### config.mk
export PLATFORM = sky130hd
export DESIGN_NAME = u_wb_fwd
export DESIGN_NICKNAME = d
export VERILOG_FILES = /design/src/rtl/u_wb_fwd.sv
export SDC_FILE = /design/constraint.sdc
export NUM_CORES = 1
export LEC_CHECK = 0
export CAP_MARGIN = 40
export CORE_AREA = 10 10 156 122
export DETAILED_ROUTE_END_ITERATION = 8
export DIE_AREA = 0 0 166 132
export PLACE_DENSITY = 0.81
export SYNTH_ARGS = -nofsm -noshare
export SYNTH_HDL_FRONTEND = slang
export SYNTH_SLANG_ARGS = --single-unit
export TNS_END_PERCENT = 30
### constraint.sdc
create_clock -name clk -period 3.3 [get_ports clk]
set_input_delay 0.66 -clock clk [delete_from_list [all_inputs] [get_ports clk]]
set_output_delay 0.66 -clock clk [all_outputs]
set_load 0.05 [all_outputs]
### src/rtl/u_wb_fwd.sv
// Writeback buffer with operand forwarding: results travel through DEPTH
// stages before the regfile write; source operands are bypassed from pending writes.
module u_wb_fwd #(
  parameter int XLEN   = 32,
  parameter int DEPTH  = 3,
  parameter bit FWD_IN = 1'b1
) (
  input  logic            clk,
  input  logic            rstn,
  input  logic            stall,
  input  logic            flush,
  input  logic            ex_we,
  input  logic [4:0]      ex_a,
  input  logic [XLEN-1:0] ex_d,
  input  logic [4:0]      rs1_a,
  input  logic [4:0]      rs2_a,
  input  logic [XLEN-1:0] rf_rs1_o,
  input  logic [XLEN-1:0] rf_rs2_o,
  output logic [XLEN-1:0] fwd_rs1,
  output logic [XLEN-1:0] fwd_rs2,
  output logic            fwd_hit1,
  output logic            fwd_hit2,
  output logic            rf_rd_e,
  output logic [4:0]      rf_rd_a,
  output logic [XLEN-1:0] rf_rd_i,
  output logic [3:0]      pend_cnt
);

  logic            st_we [DEPTH];
  logic [4:0]      st_a  [DEPTH];
  logic [XLEN-1:0] st_d  [DEPTH];

  logic cap_we;
  assign cap_we = ex_we & ~flush & (ex_a != 5'd0);

  always_ff @(posedge clk or negedge rstn) begin
    if (!rstn) begin
      for (int unsigned k = 0; k < DEPTH; k++) begin
        st_we[k] <= 1'b0;
        st_a[k]  <= '0;
        st_d[k]  <= '0;
      end
    end else if (!stall) begin
      st_we[0] <= cap_we;
      st_a[0]  <= cap_we ? ex_a : '0;
      st_d[0]  <= cap_we ? ex_d : '0;
      for (int unsigned k = 1; k < DEPTH; k++) begin
        st_we[k] <= st_we[k-1];
        st_a[k]  <= st_a[k-1];
        st_d[k]  <= st_d[k-1];
      end
    end
  end

  // Scan oldest to newest so that the newest matching write overrides older ones.
  function automatic logic [XLEN:0] lookup(input logic [4:0] rs, input logic [XLEN-1:0] rf);
    logic            hit;
    logic [XLEN-1:0] val;
    hit = 1'b0;
    val = rf;
    for (int k = DEPTH - 1; k >= 0; k--) begin
      if (st_we[k] && (st_a[k] == rs)) begin
        hit = 1'b1;
        val = st_d[k];
      end
    end
    if (FWD_IN && ex_we && !flush && (ex_a == rs)) begin
      hit = 1'b1;
      val = ex_d;
    end
    if (rs == 5'd0) begin
      hit = 1'b0;
      val = '0;
    end
    return {hit, val};
  endfunction

  always_comb begin
    {fwd_hit1, fwd_rs1} = lookup(rs1_a, rf_rs1_o);
    {fwd_hit2, fwd_rs2} = lookup(rs2_a, rf_rs2_o);
  end

  assign rf_rd_e = st_we[DEPTH-1] & ~stall;
  assign rf_rd_a = st_a[DEPTH-1];
  assign rf_rd_i = st_d[DEPTH-1];

  always_comb begin
    pend_cnt = '0;
    for (int unsigned k = 0; k < DEPTH; k++) begin
      pend_cnt = pend_cnt + 4'(st_we[k]);
    end
  end

endmodule

# Word level (Yosys, flattened, before mapping)
# Cells that the tools add are included.
# totals
ff_bits	114
in_bits	116
output_inout_bits	108
elab_cells	59
# classes
add_sub_neg	2
eq_ne	8
n_mux	22
bitwise	5
n_reduce_logical	13
# ops
operator	n
$mux W32	11
$eq A5 B5 Y1	8
$logic_not A5 Y1	2
$mux W1	10
$logic_and A1 B1 Y1	9
$mux W5	1
$reduce_bool A5 Y1	1
$add A2 B1 Y3	1
$and A1 B1 Y1	3
$add A1 B1 Y2	1
$not A1 Y1	2
$logic_not A1 Y1	1

# Depth between registers and ports, before layout
# Gate-level depths: netlist of the first run.
# logic_depth
depth_word	7
mapped_depth	9
ltp_nobuf	6

# Worst setup path before layout of the first run
# Ideal clock, no wire load.
# synth_timing
kind	in2out
start	input rs1_a[3]
end	output fwd_rs1[0]
arrival_ns	3.140
required_ns	2.640
slack_ns	-0.500
stages	7
n_path_buf	2
cell_sequence	buf_2 -> xor2_1 -> nor4_1 -> nand3_1 -> buf_2 -> mux2i_1 -> a211oi_1
# synth_via
elab_chain_len	7
word_cells_on_any_way	14
cone_classes	eq/ne (4); mux (5); reduce/logical (5)
# synth_rtl
element	line	source
start: declaration	15	input logic [4:0] rs1_a,
$eq A5 B5 Y1	62	if (st_we[k] && (st_a[k] == rs)) begin
$logic_and A1 B1 Y1	62	
$mux W32 (3 in series)	62	
$mux W32	67	if (FWD_IN && ex_we && !flush && (ex_a == rs)) begin
$mux W32 *	71	if (rs == 5'd0) begin
end: declaration	19	output logic [XLEN-1:0] fwd_rs1,
# Mark *: on every way between the ends. The rest lies on a longest branch, timed or not.

# Worst setup path after layout of the first run
# layout_timing
start	register st_a[6] in the netlist's numbering
end	output fwd_rs1[31]
# layout_via
elab_chain_len	6
# layout_rtl
element	line	source
start: declaration	30	logic [4:0] st_a [DEPTH];
start signal: indexed assignment	49	st_a[k] <= st_a[k-1];
$eq A5 B5 Y1	62	
$logic_and A1 B1 Y1	62	
$mux W32 (2 in series)	62	
$mux W32	67	
$mux W32	71	
# Every way passes these cells.

==> flow_metrics.env, run 1 <==
export IMPL_startpoint="st_a[6]$_DFFE_PN0N_"
export IMPL_die_area_um2=21900
export IMPL_design_portCount=224
export IMPL_slew_viol_final=0
export IMPL_utilization_pct=79.2
export IMPL_hold_path_class="primary input to asynchronous set/reset pin"
export IMPL_setup_violations=58
export IMPL_syn_area_um2=7720
export IMPL_status="complete, but fails checks"
export IMPL_cap_violations=0
export IMPL_antenna_found_initial=0
export IMPL_fmax_mhz=290
export IMPL_reg2reg_slack_ns=2.34
export IMPL_rsz0062_at_grt="yes"
export IMPL_std_cell_rows=40
export IMPL_ys_seq_area_share_pct=37.0
export IMPL_gp_congestion=0.902
export IMPL_grt_first_pass_wirelength_um=47100
export IMPL_first_pass_iters=6
export IMPL_clock_sinks=114
export IMPL_setup_ws_ns=-0.150
export IMPL_dp_worst_setup_slack_ns=-0.544
export IMPL_r2r_start="st_we[0]$_DFFE_PN0N_"
export IMPL_setup_tns_ns=-3.32
export IMPL_violations="setup timing"
export IMPL_cp_arrival_ns=2.79
export IMPL_end_kind="primary output"
export IMPL_path_class="register to primary output"
export IMPL_synth_area_per_cell_um2=9.87
export IMPL_async_flop_share_pct=100
export IMPL_skew_ns=0.00695
export IMPL_p_per_area_nw_per_um2=423
export IMPL_hold_viol=0
export IMPL_min_period_over_period_pct=105
export IMPL_wl_um=31000
export IMPL_antennaDiodeCount=0
export IMPL_drc_errors=0
export IMPL_h_tree_depth=4
export IMPL_power_uw=5310
export IMPL_drt_wirelength_per_cell_um=25.2
export IMPL_p_leak_uw=0.00573
export IMPL_max_slew_margin_pct=46.0
export IMPL_grt_overflow_total=0
export IMPL_synth_edf_count=0
export IMPL_via_per_inst=6.28
export IMPL_first_global_vias=8054
export IMPL_fin_crit_ns=3.45
export IMPL_area_growth_pct=62.8
export IMPL_clock_root_buffer="clkbuf_16"
export IMPL_dp_hpwl_um=19700
export IMPL_grt_max_degree=59
export IMPL_dr_total_vias=7738
export IMPL_cts_buffers=17
export IMPL_final_cells=1232
export IMPL_peakVddDrop_v=0.000308
export IMPL_cts_hold_buf=0
export IMPL_die_height_um=132
export IMPL_cts_max_path_buffers=2
export IMPL_cp_required_ns=2.64
export IMPL_portBuffers=221
export IMPL_dp_cells=1170
export IMPL_final_antenna_net_count=0
export IMPL_drive_gt1_share_pct=38.9
export IMPL_reg2reg_to="st_we[0]$_DFFE_PN0N_"
export IMPL_start_util_pct=48.7
export IMPL_clock_latency_ns=0.41
export IMPL_worstPathMaxFanout=5
export IMPL_synthFlopType="dfrtp_1"
export IMPL_r2r_cells=1
export IMPL_cts_tree="yes"
export IMPL_grtUsageTotal_pct=26.6
export IMPL_first_iter_violations=861
export IMPL_synth_cells=782
export IMPL_tightest_slew_ns=0.810
export IMPL_die_x_um=166
export IMPL_synthDistinctLibCells=41
export IMPL_yosysWarnings=0
export IMPL_nNetsFinal=1126
export IMPL_core_um2=15900
export IMPL_yosys_register_bits=114
export IMPL_clkTransAtPathRegs_ns=0.05
export IMPL_startpoint_type="register"
synthesized netlist by cell type (2+ instances only):
library cell | n | area [um^2]
dfrtp_1 | 114 | 2850
nor2_1 | 98 | 368
mux2_2 | 75 | 845
nand2_1 | 72 | 270
buf_4 | 45 | 338
a21oi_1 | 35 | 175
a22o_1 | 35 | 307
clkbuf_1 | 35 | 131
a211oi_1 | 32 | 240
a311o_1 | 32 | 320
xor2_1 | 32 | 280
mux2i_1 | 31 | 310
a211oi_2 | 30 | 375
o221ai_1 | 30 | 263
buf_2 | 17 | 85.1
xnor2_1 | 8 | 70.1
dlygate4sd1_1 | 7 | 61.3
nand3_1 | 7 | 35.0
nor4_1 | 7 | 43.8
and3_1 | 6 | 37.5
buf_6 | 5 | 56.3
o21ai_0 | 5 | 25.0
buf_8 | 3 | 45.0
a21boi_0 | 2 | 15.0
dlymetal6s2s_1 | 2 | 25.0
nor2b_1 | 2 | 12.5
cell families (layout without fill, tap and decap cells):
kind of cell             after synthesis  count (layout)  share of synthesized area (%)
AO/OA/AOI/OAI                        206             206                           22.8
AND/OR/NAND/NOR                      198             198                           10.6
buffers and inverters                116             355                           9.82
flip-flops                           114             114                           37.0
multiplexers                         106             106                           15.0
XOR/XNOR                              40              40                           4.54
adder cells (fa/ha/maj)                1               1                          0.259
other                                  1               2                         0.0486
where the power goes:
group          total, uW  switching [uW]  internal, uW
logic               1660             877           778
clock network       2010             671          1340
registers           1650             143          1510
total               5310            1690          3620
layout by cell type (no fill, tap or decap), types with 32 or more instances in the layout:
cell type	synthesis	final
dfrtp_1	114	113
a22o_1	35	35
a211oi_2	30	40
nand2_1	72	70
a21oi_1	35	35
buf_4	45	57
a311o_1	32	32
clkdlybuf4s50_1	0	139
nor2_1	98	93
mux2_2	75	75
buf_12	0	90
cell type report:
cell class                      instances  area, um^2
Fill cell                             925        3300
Clock buffer                           18         429
Sequential cell                       114        2850
Clock inverter                         14         211
Inverter                                1        3.75
Tap cell                              210         263
Multi-Input combinational cell        553        4740
Timing Repair Buffer                  322        4070
per-layer routing:
layer | part of all wire (%) | global-route usage (%)
met5 | 0 | 0
met1 | 39 | 33.0
met3 | 12 | 9.56
met4 | 2.5 | 9.87
met2 | 46 | 41.5
critical path, cell delays in order (launching register included):
cell and delay, ns:
dfrtp_1 0.41, buf_4 0.16, xor2_1 0.16, nor4_1 0.34, and3_2 0.29, and3b_4 0.28
buf_6 0.14, buf_4 0.13, a211oi_4 0.28, buf_12 0.18
per-stage QoR:
| stage | hold slack, ns | cell area (um^2) |
|---|---|---|
| floorplan | 0.364 | 7900 |
| CTS | 0.335 | 12300 |
| global placement | 0.524 | 11100 |
| global route | 0.363 | 12600 |
| finish | 0.309 | 12600 |
| detailed placement | 0.546 | 11100 |
registers in the layout, indices dropped and copies added, names as in the netlist:
register	count
st_d	64
rf_rd_i	32
st_a	10
rf_rd_a	5
st_we	3
worst max path at each step:
stage | to | slack (ns) | depth (start not counted)
floorplan | fwd_rs2[10] | -0.10 | 9
global placement | fwd_rs1[17] | -0.50 | 9
detailed placement | fwd_rs2[1] | -0.54 | 9
CTS | fwd_rs1[2] | -0.09 | 10
global route | fwd_rs1[31] | -0.23 | 9
finish | fwd_rs1[31] | -0.15 | 9
what timing repair did:
item	in CTS	in global routing
pin swaps	42	25
gates resized for setup	100	45
setup endpoints to repair	66	65
cloned	6	1
setup buffers	17	8
(Power assumes the default switching activity.)
==> run 2: changes to the inputs <==
--- a/config.mk
+++ b/config.mk
@@ -5,10 +5,10 @@
 export SDC_FILE = /design/constraint.sdc
 export NUM_CORES = 1
 export LEC_CHECK = 0
-export CAP_MARGIN = 40
-export CORE_AREA = 10 10 156 122
+export CAP_MARGIN = 20
+export CORE_AREA = 10 10 152 126
 export DETAILED_ROUTE_END_ITERATION = 8
-export DIE_AREA = 0 0 166 132
+export DIE_AREA = 0 0 162 136
 export PLACE_DENSITY = 0.81
 export SYNTH_ARGS = -nofsm -noshare
 export SYNTH_HDL_FRONTEND = slang
==> run 2 against run 1 <==
Compared with the run above:
- the run still ends with setup timing left
- critical path depth down 1
- worst hold slack worse by 0.010 ns
- first-iteration DRC count decreased by 7.8%
- sequential share of layout area increased by 0.58 points
- worst setup slack lost 0.0050 ns
- register-to-register slack better by 0.02 ns
- cell count is 0.24% higher
- highest routed layer unchanged
==> flow_metrics.env, run 2 (synthesis results as in run 1) <==
export IMPL_hold_ws_ns=0.299
export IMPL_area_growth_pct=58.8
export IMPL_largest_reg_flops=64
export IMPL_violations="setup timing"
export IMPL_clock_latency_ns=0.42
export IMPL_min_period_over_period_pct=105
export IMPL_grtUsageTotal_pct=27.2
export IMPL_grt_first_pass_wirelength_um=47000
export IMPL_first_global_vias=7943
export IMPL_first_iter_violations=794
export IMPL_final_common_cell="clkdlybuf4s50_1"
export IMPL_tightest_slew_ns=0.874
export IMPL_cp_arrival_ns=2.80
export IMPL_path_class="register to primary output"
export IMPL_cts_tree="yes"
export IMPL_peakVddDrop_v=0.000381
export IMPL_nNetsFinal=1120
export IMPL_hold_viol=0
export IMPL_hold_path_class="primary input to asynchronous set/reset pin"
export IMPL_worstPathMaxFanout=9
export IMPL_final_antenna_net_count=0
export IMPL_fillCellCount=1034
export IMPL_dp_cells=1186
export IMPL_dr_total_vias=7698
export IMPL_gp_congestion=0.876
export IMPL_clock_sinks=114
export IMPL_fin_crit_ns=3.46
export IMPL_final_cells=1235
export IMPL_top_register="st_d"
export IMPL_portBuffers=221
export IMPL_rsz0062_at_grt="yes"
export IMPL_utilization_pct=75.7
export IMPL_via_per_inst=6.23
export IMPL_wl_um=30900
export IMPL_fmax_mhz=289
export IMPL_finalInstanceArea_um2=12300
export IMPL_place_area_um2=11100
export IMPL_final_cell_mix="clkdlybuf4s50_1 (139), dfrtp_1 (113), nor2_1 (97)"
export IMPL_cts_hold_buf=0
export IMPL_die_height_um=136
export IMPL_h_tree_depth=4
export IMPL_skew_ns=0.00537
export IMPL_dp_hpwl_um=20100
export IMPL_cts_buffers=17
export IMPL_start_util_pct=47.7
export IMPL_antenna_found_initial=0
export IMPL_p_leak_uw=0.00569
export IMPL_p_per_area_nw_per_um2=407
export IMPL_design_portCount=224
export IMPL_cp_required_ns=2.64
export IMPL_drt_wirelength_per_cell_um=25.0
export IMPL_antennaDiodeCount=0
export IMPL_die_area_um2=22000
export IMPL_first_pass_iters=5
export IMPL_std_cell_rows=42
export IMPL_max_slew_margin_pct=41.7
export IMPL_setup_ws_ns=-0.155
export IMPL_die_x_um=162
export IMPL_clkTransAtPathRegs_ns=0.05
export IMPL_slew_viol_final=0
export IMPL_startpoint_type="register"
export IMPL_drive_gt1_share_pct=37.4
export IMPL_grt_overflow_total=0
export IMPL_cts_max_path_buffers=2
export IMPL_drc_errors=0
export IMPL_status="complete, but fails checks"
export IMPL_grt_max_degree=60
export IMPL_clock_root_buffer="clkbuf_16"
export IMPL_core_um2=16200
export IMPL_setup_violations=58
export IMPL_cap_violations=0
export IMPL_end_kind="primary output"
## run 2: cell types whose count changed in the layout (fill, tap and decap cells not counted), sizes merged, moves of 2 or more
cell         delta
bufinv          -4
clkinvlp        -2
buf            -14
clkbuf         +11
dlygate4sd2     +3
## run 2: stage by stage
stage	setup TNS [ns]	worst slack [ns]	power, uW
after detailed placement	-25.86	-0.488	3200
final	-4.03	-0.155	4980
after global placement	-23.80	-0.432	3180
after global routing	-9.56	-0.258	5130
after floorplan	-5.60	-0.101	2500
after CTS	-7.27	-0.248	4950
## run 2: final timing paths
check | end | cells after the start | startpoint | slack (ns)
setup / recovery | fwd_rs2[22] | 8 | rf_rd_a[4]$_DFFE_PN0N_ | -0.16
hold / removal | rf_rd_i[17]$_DFFE_PN0N_ | 1 | rstn | 0.30
max in group asynchronous | rf_rd_a[1]$_DFFE_PN0N_ | 2 | rstn | 2.16
setup reg to reg | st_we[0]$_DFFE_PN0N_ | 1 | st_we[0]$_DFFE_PN0N_ | 2.36
hold reg to reg | st_d[61]$_DFFE_PN0N_ | 1 | st_d[61]$_DFFE_PN0N_ | 0.55
min in group clk | st_d[61]$_DFFE_PN0N_ | 1 | st_d[61]$_DFFE_PN0N_ | 0.55
## run 2: timing repair
action | in CTS | in global routing
gates resized for setup | 89 | 37
pin swaps | 66 | 56
cloned | 7 | 0
buffers inserted | 15 | 2
setup endpoints to repair | 66 | 66
## run 2: area by class of cell
cell class	count	area (um^2)	area share, %
Multi-Input combinational cell	553	4640	37.9
Clock buffer	25	485	3.96
Clock inverter	6	55.1	0.449
Tap cell	220	275	2.25
Timing Repair Buffer	316	3940	32.1
Sequential cell	114	2850	23.3
Inverter	1	3.75	0.0306
## run 2: layer usage
layer | share of wire [%] | track usage (%) | vias up | wire length [um]
met1 | 40 | 34.1 | 3861 | 12200
met3 | 10 | 8.13 | 81 | 3130
met4 | 2.6 | 9.28 | 0 | 802
met5 | 0 | 0 | - | 0
li1 | - | - | 3274 | -
met2 | 48 | 43.8 | 482 | 14700
## run 2: report_power, final
group          switching, uW  total (uW)  internal, uW
clock                    632        1710          1080
sequential               140        1650          1510
combinational            861        1620           762
total                   1630        4980          3350
## run 2: critical path: stages (launching register included)
cell       delay, ns
dfrtp_1         0.41
xor2_2          0.20
nor4_4          0.33
and3_4          0.29
buf_4           0.19
nand2_1         0.08
a311o_1         0.34
a211oi_2        0.30
clkbuf_16       0.22
==> run 3: changes to the inputs <==
--- a/config.mk
+++ b/config.mk
@@ -9,6 +9,7 @@
 export CORE_AREA = 10 10 152 126
 export DETAILED_ROUTE_END_ITERATION = 8
 export DIE_AREA = 0 0 162 136
+export MAX_ROUTING_LAYER = met4
 export PLACE_DENSITY = 0.81
 export SYNTH_ARGS = -nofsm -noshare
 export SYNTH_HDL_FRONTEND = slang
==> run 3 against run 2 <==
Compared with the run above:
- the run still ends with setup timing left
- power up 2.5%
- critical path depth grew 1
- fmax is 0.67% lower
- global-route usage rose by 0.13 points
- cell count grew 0.24%
- sequential power about the same
- worst setup slack worse by 0.023 ns
- non-clock buffer count increased by 2
- via count shrank 2.5%
- register-to-register slack barely moved
==> flow_metrics.env, run 3 (synthesis results as in run 1) <==
export IMPL_hold_viol=0
export IMPL_worstPathMaxFanout=6
export IMPL_nNetsFinal=1122
export IMPL_drive_gt1_share_pct=37.6
export IMPL_die_x_um=162
export IMPL_final_cell_mix="clkdlybuf4s50_1 (139), dfrtp_1 (111), nor2_1 (97)"
export IMPL_min_period_over_period_pct=105
export IMPL_gp_congestion=0.934
export IMPL_utilization_pct=76.4
export IMPL_grtUsageTotal_pct=27.3
export IMPL_hold_ws_ns=0.301
export IMPL_first_global_vias=7872
export IMPL_via_per_inst=6.06
export IMPL_startpoint_type="register"
export IMPL_drc_errors=0
export IMPL_max_slew_margin_pct=42.8
export IMPL_clock_root_buffer="clkbuf_16"
export IMPL_clock_latency_ns=0.41
export IMPL_design_portCount=224
export IMPL_dp_cells=1188
export IMPL_cts_hold_buf=0
export IMPL_fin_crit_ns=3.48
export IMPL_violations="setup timing"
export IMPL_setup_violations=49
export IMPL_core_um2=16200
export IMPL_fmax_mhz=287
export IMPL_grt_first_pass_wirelength_um=45800
export IMPL_setup_ws_ns=-0.179
export IMPL_status="complete, but fails checks"
export IMPL_path_class="register to primary output"
export IMPL_clock_sinks=114
export IMPL_first_pass_iters=5
export IMPL_final_cells=1238
export IMPL_grt_overflow_total=0
export IMPL_std_cell_rows=42
export IMPL_setup_tns_ns=-4.78
export IMPL_cap_violations=0
export IMPL_p_leak_uw=0.00572
export IMPL_tightest_slew_ns=0.858
export IMPL_top_register="st_d"
export IMPL_startpoint="rf_rd_a[4]$_DFFE_PN0N_"
export IMPL_final_common_cell="clkdlybuf4s50_1"
export IMPL_portBuffers=221
export IMPL_skew_ns=0.00857
export IMPL_antennaDiodeCount=0
export IMPL_peakVddDrop_v=0.000350
export IMPL_drt_wirelength_per_cell_um=24.2
export IMPL_cts_tree="yes"
export IMPL_cp_arrival_ns=2.82
export IMPL_start_util_pct=47.7
export IMPL_p_per_area_nw_per_um2=413
export IMPL_dr_total_vias=7502
export IMPL_final_antenna_net_count=0
export IMPL_cp_required_ns=2.64
export IMPL_grt_max_degree=69
export IMPL_cts_buffers=17
export IMPL_die_height_um=136
export IMPL_die_area_um2=22000
export IMPL_clkTransAtPathRegs_ns=0.05
export IMPL_h_tree_depth=4
export IMPL_wl_um=30000
export IMPL_rsz0062_at_grt="yes"
export IMPL_first_iter_violations=761
export IMPL_fillCellCount=1067
export IMPL_area_growth_pct=60.2
export IMPL_antenna_found_initial=0
export IMPL_largest_reg_flops=64
export IMPL_cts_max_path_buffers=2
export IMPL_slew_viol_final=0
export IMPL_r2r_start="rf_rd_a[4]$_DFFE_PN0N_"
export IMPL_dp_hpwl_um=20000
export IMPL_end_kind="primary output"
export IMPL_hold_path_class="primary input to asynchronous set/reset pin"
-- run 3: layout make-up --
| class | count | area [um^2] | area share (%) |
|---|---|---|---|
| timing repair buffer | 318 | 4050 | 32.7 |
| multi-input combinational | 553 | 4590 | 37.1 |
| clock buffer | 21 | 460 | 3.72 |
| tap | 220 | 275 | 2.23 |
| clock inverter | 11 | 135 | 1.09 |
| sequential | 114 | 2860 | 23.1 |
| inverter | 1 | 3.75 | 0.0304 |
-- run 3: metal layers --
layer	share of wire (%)	GRT usage (%)	routed length [um]
met1	42	34.3	12700
met2	47	42.2	14200
met3	8.6	6.80	2570
met4	2.1	9.43	622
met5	0	-	0
-- run 3: final timing paths --
kind / cells after the start / slack, ns / end
min in group clk: 1 / 0.56 / st_d[78]$_DFFE_PN0N_
setup reg to reg: 2 / 2.36 / rf_rd_a[4]$_DFFE_PN0N_
setup / recovery: 9 / -0.18 / fwd_rs2[11]
max in group asynchronous: 2 / 2.21 / st_a[11]$_DFFE_PN0N_
hold reg to reg: 1 / 0.56 / st_d[78]$_DFFE_PN0N_
hold / removal: 1 / 0.30 / st_d[81]$_DFFE_PN0N_
-- run 3: worst max-delay path: stages (launching register included) --
cell,delay (ns)
dfrtp_2,0.43
xor2_2,0.16
nor4_4,0.36
and3_4,0.29
buf_12,0.14
buf_12,0.13
nand2_2,0.06
a311o_1,0.35
a211oi_2,0.30
buf_12,0.18
-- run 3: through the flow --
step           area [um^2]  total power [uW]  setup slack, ns
2_1_floorplan         7900              2500           -0.101
3_3_place_gp         11200              3180           -0.473
3_5_place_dp         11200              3200           -0.557
4_1_cts              12200              5100           -0.298
5_1_grt              12400              5280           -0.292
6_report             12400              5110           -0.179
-- run 3: power breakdown --
part | leakage, uW | switching [uW] | internal, uW
sequential | 0.00153 | 140 | 1510
combinational | 0.00389 | 853 | 758
clock | 0.000292 | 636 | 1220
total | 0.00572 | 1630 | 3480
-- run 3: timing repair --
action / CTS / global route
endpoints found under the setup margin: 66 / 65
resized for setup: 75 / 32
pin swaps: 40 / 33
cloned: 7 / 0
buffers inserted: 9 / 3
==> edit 1: new RTL, settings of run 1 <==
The parameter `XLEN` goes from 32 to 24.
--- a/src/rtl/u_wb_fwd.sv
+++ b/src/rtl/u_wb_fwd.sv
@@ -2,5 +2,5 @@
 // stages before the regfile write; source operands are bypassed from pending writes.
 module u_wb_fwd #(
-  parameter int XLEN   = 32,
+  parameter int XLEN   = 24,
   parameter int DEPTH  = 3,
   parameter bit FWD_IN = 1'b1
Interface: changed (6 resized); port bits go from 224 to 176. No check against the original RTL was run, so the function may have changed too.
==> edit 1 against run 1 <==
Worst setup slack improved by 0.19 ns. Wire length fell by 19%. Final cell count fell by 16%. Total power fell by 33%. Area after synthesis fell by 18%. Final area fell by 24%. Sequential cell count fell by 24. First-iteration DRC count fell by 25%. Critical path type is now in -> out. Largest power group is now combinational cells.
==> edit 1: results (changes against run 1) <==
- Outcome: completed
- Critical R2R Launch: st_we[2]
- Detail Route met3 WL: 2630 um (-28%)
- DRT Wirelength: 25000 um (-19%)
- Non-clk buf share: 29.3% (-3.0 points)
- Clock-pin slew on the worst setup and hold paths: 0.07 ns (+0.02 ns)
- #FFs+latches synth: 90 (-21%)
- Wire length on met2: 11500 um (-20%)
- Initial DRC count: 649 (-25%)
- Leading cell types by count after synthesis: 90 x dfrtp_1, 52 x nand2_1, 48 x o21ai_0
- P_int: 0.00225 W (-38%)
- Met2 Use GR: 33.1% (-8.4 points)
- Seq area share: 23.5% (+0.80 points)
- Synth unique cells: 47 (+15%)
- Delay of the slowest critical-path stage: 0.46 ns (+0.05 ns)
- Gr usage total: 21.5% (-5.1 points)
- Skew-Pair Late Insertion Delay: 0.34 ns (-0.07 ns)
- Met3 usage: 6.85% (-2.7 points)
- Flop pwr share: 36.0% (+5.0 points)
- RD Place Congestion: 0.921 (+2.1%)
- Share of cells above drive strength 1: 32.7% (-6.2 points)
- Number of buffers created by CTS: 9 (-8)
- Clock-cell share: 2.90% (-2.2 points)
- #MultiIn Comb: 441 (-20%)
- Largest register FFs: 48 (-25%)
- Count of non-CTS inverters in the layout: 24 (+23)
- Setup slack at placement: -0.339 ns (+0.206 ns)
- Family with the most delay on the worst path: buffers and inverters
- Synth top area cells: dfrtp_1 35%, mux2_2 6.6%, a221oi_2 4.7%
- Fillers: 1256 (+36%)
- DPL Wire Length: 16700 um (-15%)
- Reg2Reg Capture Point: st_we[1]
- Nonclk buf count: 251 (-22%)
- Final net count: 910 (-19%)
- Worst vdd ir: 0.216 mV (-30%)
- Lkg Pwr: 3.99 nW (-30%)
- Setup repair bufs after CTS: 9 (-8)
- Sequential fraction of the synthesis area: 35.5% (-1.5 points)
- Multi-input gate share of total cell area: 40.6% (+2.9 points)
==> edit 1: cell count changes after synthesis, moves of 31 or more <==
cell	delta
o21ai_0	+43
a211oi_1	-31
a21oi_1	-35
a311o_1	-32
mux2_2	-38
nor2_1	-95
==> edit 1: metrics by stage <==
stage	total power, W	util [%]	cells	setup TNS, ns	hold WS (ns)
global route	0.00370	60.4	1032	-0.0928	0.395
CTS	0.00356	59.2	1033	-0.0407	0.363
finish	0.00356	60.4	1032	0	0.347
global placement	0.00249	54.4	1004	-8.97	0.487
floorplan	0.00199	-	656	-2.95	0.364
detailed placement	0.00251	54.4	1004	-11.51	0.493
==> edit 1: cells by family (layout without fill, tap and decap cells) <==
logic type / after synthesis / in the layout / synth area share, %
compound gates: 203 / 203 / 25.6
other cells: 1 / 2 / 0.0591
buf+inv: 125 / 291 / 11.3
flops: 90 / 90 / 35.5
fa+ha+maj: 1 / 1 / 0.315
simple gates: 134 / 134 / 11.4
xor+xnor: 40 / 40 / 5.52
mux: 61 / 61 / 10.3
==> edit 2: new RTL, flow settings as in run 1 <==
Without the edit above. Register the output `pend_cnt`, without a reset; this adds one clock of latency there. The other outputs are not delayed to match.
--- a/src/rtl/u_wb_fwd.sv
+++ b/src/rtl/u_wb_fwd.sv
@@ -26,4 +26,6 @@
   output logic [3:0]      pend_cnt
 );
+
+  logic [3:0] pend_cnt_d;
 
   logic            st_we [DEPTH];
@@ -86,8 +88,12 @@
 
   always_comb begin
-    pend_cnt = '0;
+    pend_cnt_d = '0;
     for (int unsigned k = 0; k < DEPTH; k++) begin
-      pend_cnt = pend_cnt + 4'(st_we[k]);
+      pend_cnt_d = pend_cnt_d + 4'(st_we[k]);
     end
+  end
+
+  always_ff @(posedge clk) begin
+    pend_cnt <= pend_cnt_d;
   end
 
Formal check against the unedited RTL: not equivalent (Yosys sat finds a counterexample within 4 cycles, from zero or initial values and one cycle with rstn low).
==> edit 2 against run 1 <==
The flow still finishes with violations (setup timing). Clock skew down 0.0022 ns. Final area shrank 2.9%. Area after synthesis increased by 0.52%. Count of clock-buffer cells in the layout increased by 4. Total power is 3.8% lower. Via count is 2.8% lower. Wire length shrank 2.6%. Register-to-register slack got worse by 0.18 ns. Maximum frequency decreased by 1.7%. Sequential cell count up 2. Worst setup slack lost 0.061 ns. Final cell count is 1.3% lower. Sequential share of layout area increased by 1.0 points.
==> edit 2: results (changes against run 1) <==
- Fillers: 1012 (+9.4%)
- Clock Skews: 0.00471 ns (-0.00224 ns)
- IO buf count: 221 (unchanged)
- Vias: 7522 (-2.8%)
- Gr usage total: 26.5% (-0.065 points)
- Lkg Pwr: 5.69 nW (-0.74%)
- Flop pwr share: 32.9% (+1.9 points)
- Sequential fraction of the synthesis area: 37.3% (+0.33 points)
- First-pass GRT wire length: 46600 um (-1.1%)
- Outcome: finished, violations left
- Max stage delay cell, worst path: dfrtp_2
- Reg2Reg Depth: 1 (unchanged)
- Comb power: 0.00160 W (-4%)
- Delay of the slowest critical-path stage: 0.44 ns (+0.03 ns)
- Skew-Pair Late Insertion Delay: 0.41 ns (about the same)
- Crit. Startpoint: rf_rd_a[3]
- Ys Warns: 0 (unchanged)
- Slew headroom: 57.9% (+12 points)
- Worst vdd ir: 0.312 mV (+1.6%)
- Top reg by flops: st_d
- Initial DRC count: 650 (-25%)
- DRT Wirelength: 30200 um (-2.6%)
- Failing checks: setup timing
- Largest register FFs: 64 (unchanged)
- Initial antenna violation count: 0 (unchanged)
- Family with the most delay on the worst path: simple AND/OR/NAND/NOR gates
- RD Place Congestion: 0.900 (-0.22%)
- Setup ws final: -0.212 ns (-0.0612 ns)
- Final net count: 1110 (-1.4%)
- Post-synthesis instance area: 0.00776 mm^2 (+0.52%)
- Setup slack at placement: -0.513 ns (+0.0312 ns)
- Vias in the first global route: 7893 (-2.0%)
- Last element of the critical path: fwd_rs2[4]
- Clock Tree Buf Depth: 2 (unchanged)
- HP Class: in -> async
- DPL Wire Length: 19100 um (-3.1%)
- Largest net degree at the start of global routing: 119 (+100%)
- Data arrival time of the critical path: 2.85 ns (+0.06 ns)
- Critical R2R Launch: st_we[0]
- Final setup fails: 63 (+8.6%)
- Reg2Reg Capture Point: pend_cnt[0]
- Crit path max fanout: 8 (+3)
- Synth top area cells: dfrtp_1 37%, mux2_2 11%, a211oi_2 4.8%
- Share of cells above drive strength 1: 37.4% (-1.5 points)
- Clock-pin slew on the worst setup and hold paths: around 0.060 ns
- Pre-antenna DRT Iters: 5 (-1)
- Synth unique cells: 42 (+2.4%)
- Setup TNS Final: -5.04 ns (-1.72 ns)
- Asr flop ratio synth: 98.3% (-1.7 points)
- R2R setup slack: 2.16 ns (-0.18 ns)
- Psw: 0.00165 W (-2.6%)
- Ys flop type: dfrtp_1
-- edit 2: changes by cell type after synthesis --
| cell | run 1 | this run |
|---|---|---|
| dfxtp_1 | 0 | 2 |
-- edit 2: cells by family (layout without fill, tap and decap cells) --
logic type | Yosys count | count (layout) | share of synthesized area [%]
multiplexers | 106 | 106 | 14.9
adder cells (fa/ha/maj) | 1 | 1 | 0.258
AO/OA/AOI/OAI | 206 | 206 | 22.7
buffers and inverters | 116 | 336 | 9.77
XOR/XNOR | 40 | 40 | 4.51
AND/OR/NAND/NOR | 198 | 198 | 10.6
other | 1 | 3 | 0.0483
flip-flops | 116 | 116 | 37.3
-- edit 2: metrics by stage --
stage	instance area (um^2)	total power (W)	util [%]	std cells	hold WS [ns]
2_1_floorplan	7940	0.00253	-	785	0.364
3_3_place_gp	11000	0.00320	69.5	1162	0.527
3_5_place_dp	11000	0.00322	69.5	1162	0.527
4_1_cts	12100	0.00511	76.6	1212	0.198
5_1_grt	12200	0.00527	76.9	1215	0.221
6_report	12200	0.00511	77.0	1216	0.190
-- edit 2: per-layer routing --
metal | up-vias | global-route usage (%) | routed length, um
li1 | 3262 | - | -
met4 | 0 | 9.43 | 803
met5 | - | 0 | 0
met3 | 71 | 9.89 | 3460
met1 | 3704 | 33.1 | 12100
met2 | 485 | 41.2 | 13900
-- edit 2: layout make-up --
type | instances | area share (%)
Tap cell | 210 | 2.15
Multi-Input combinational cell | 553 | 37.6
Sequential cell | 116 | 23.7
Inverter | 1 | 0.0307
Timing Repair Buffer | 304 | 31.7
Clock inverter | 9 | 0.840
Antenna cell | 1 | 0.0205
Clock buffer | 22 | 3.97
-- edit 2: what timing repair did --
action                                  4_1_cts  5_1_grt
endpoints found under the setup margin       66       66
cloned                                        6        0
pin swaps                                   112       44
gates resized for setup                     105       21
setup buffers                                13        7
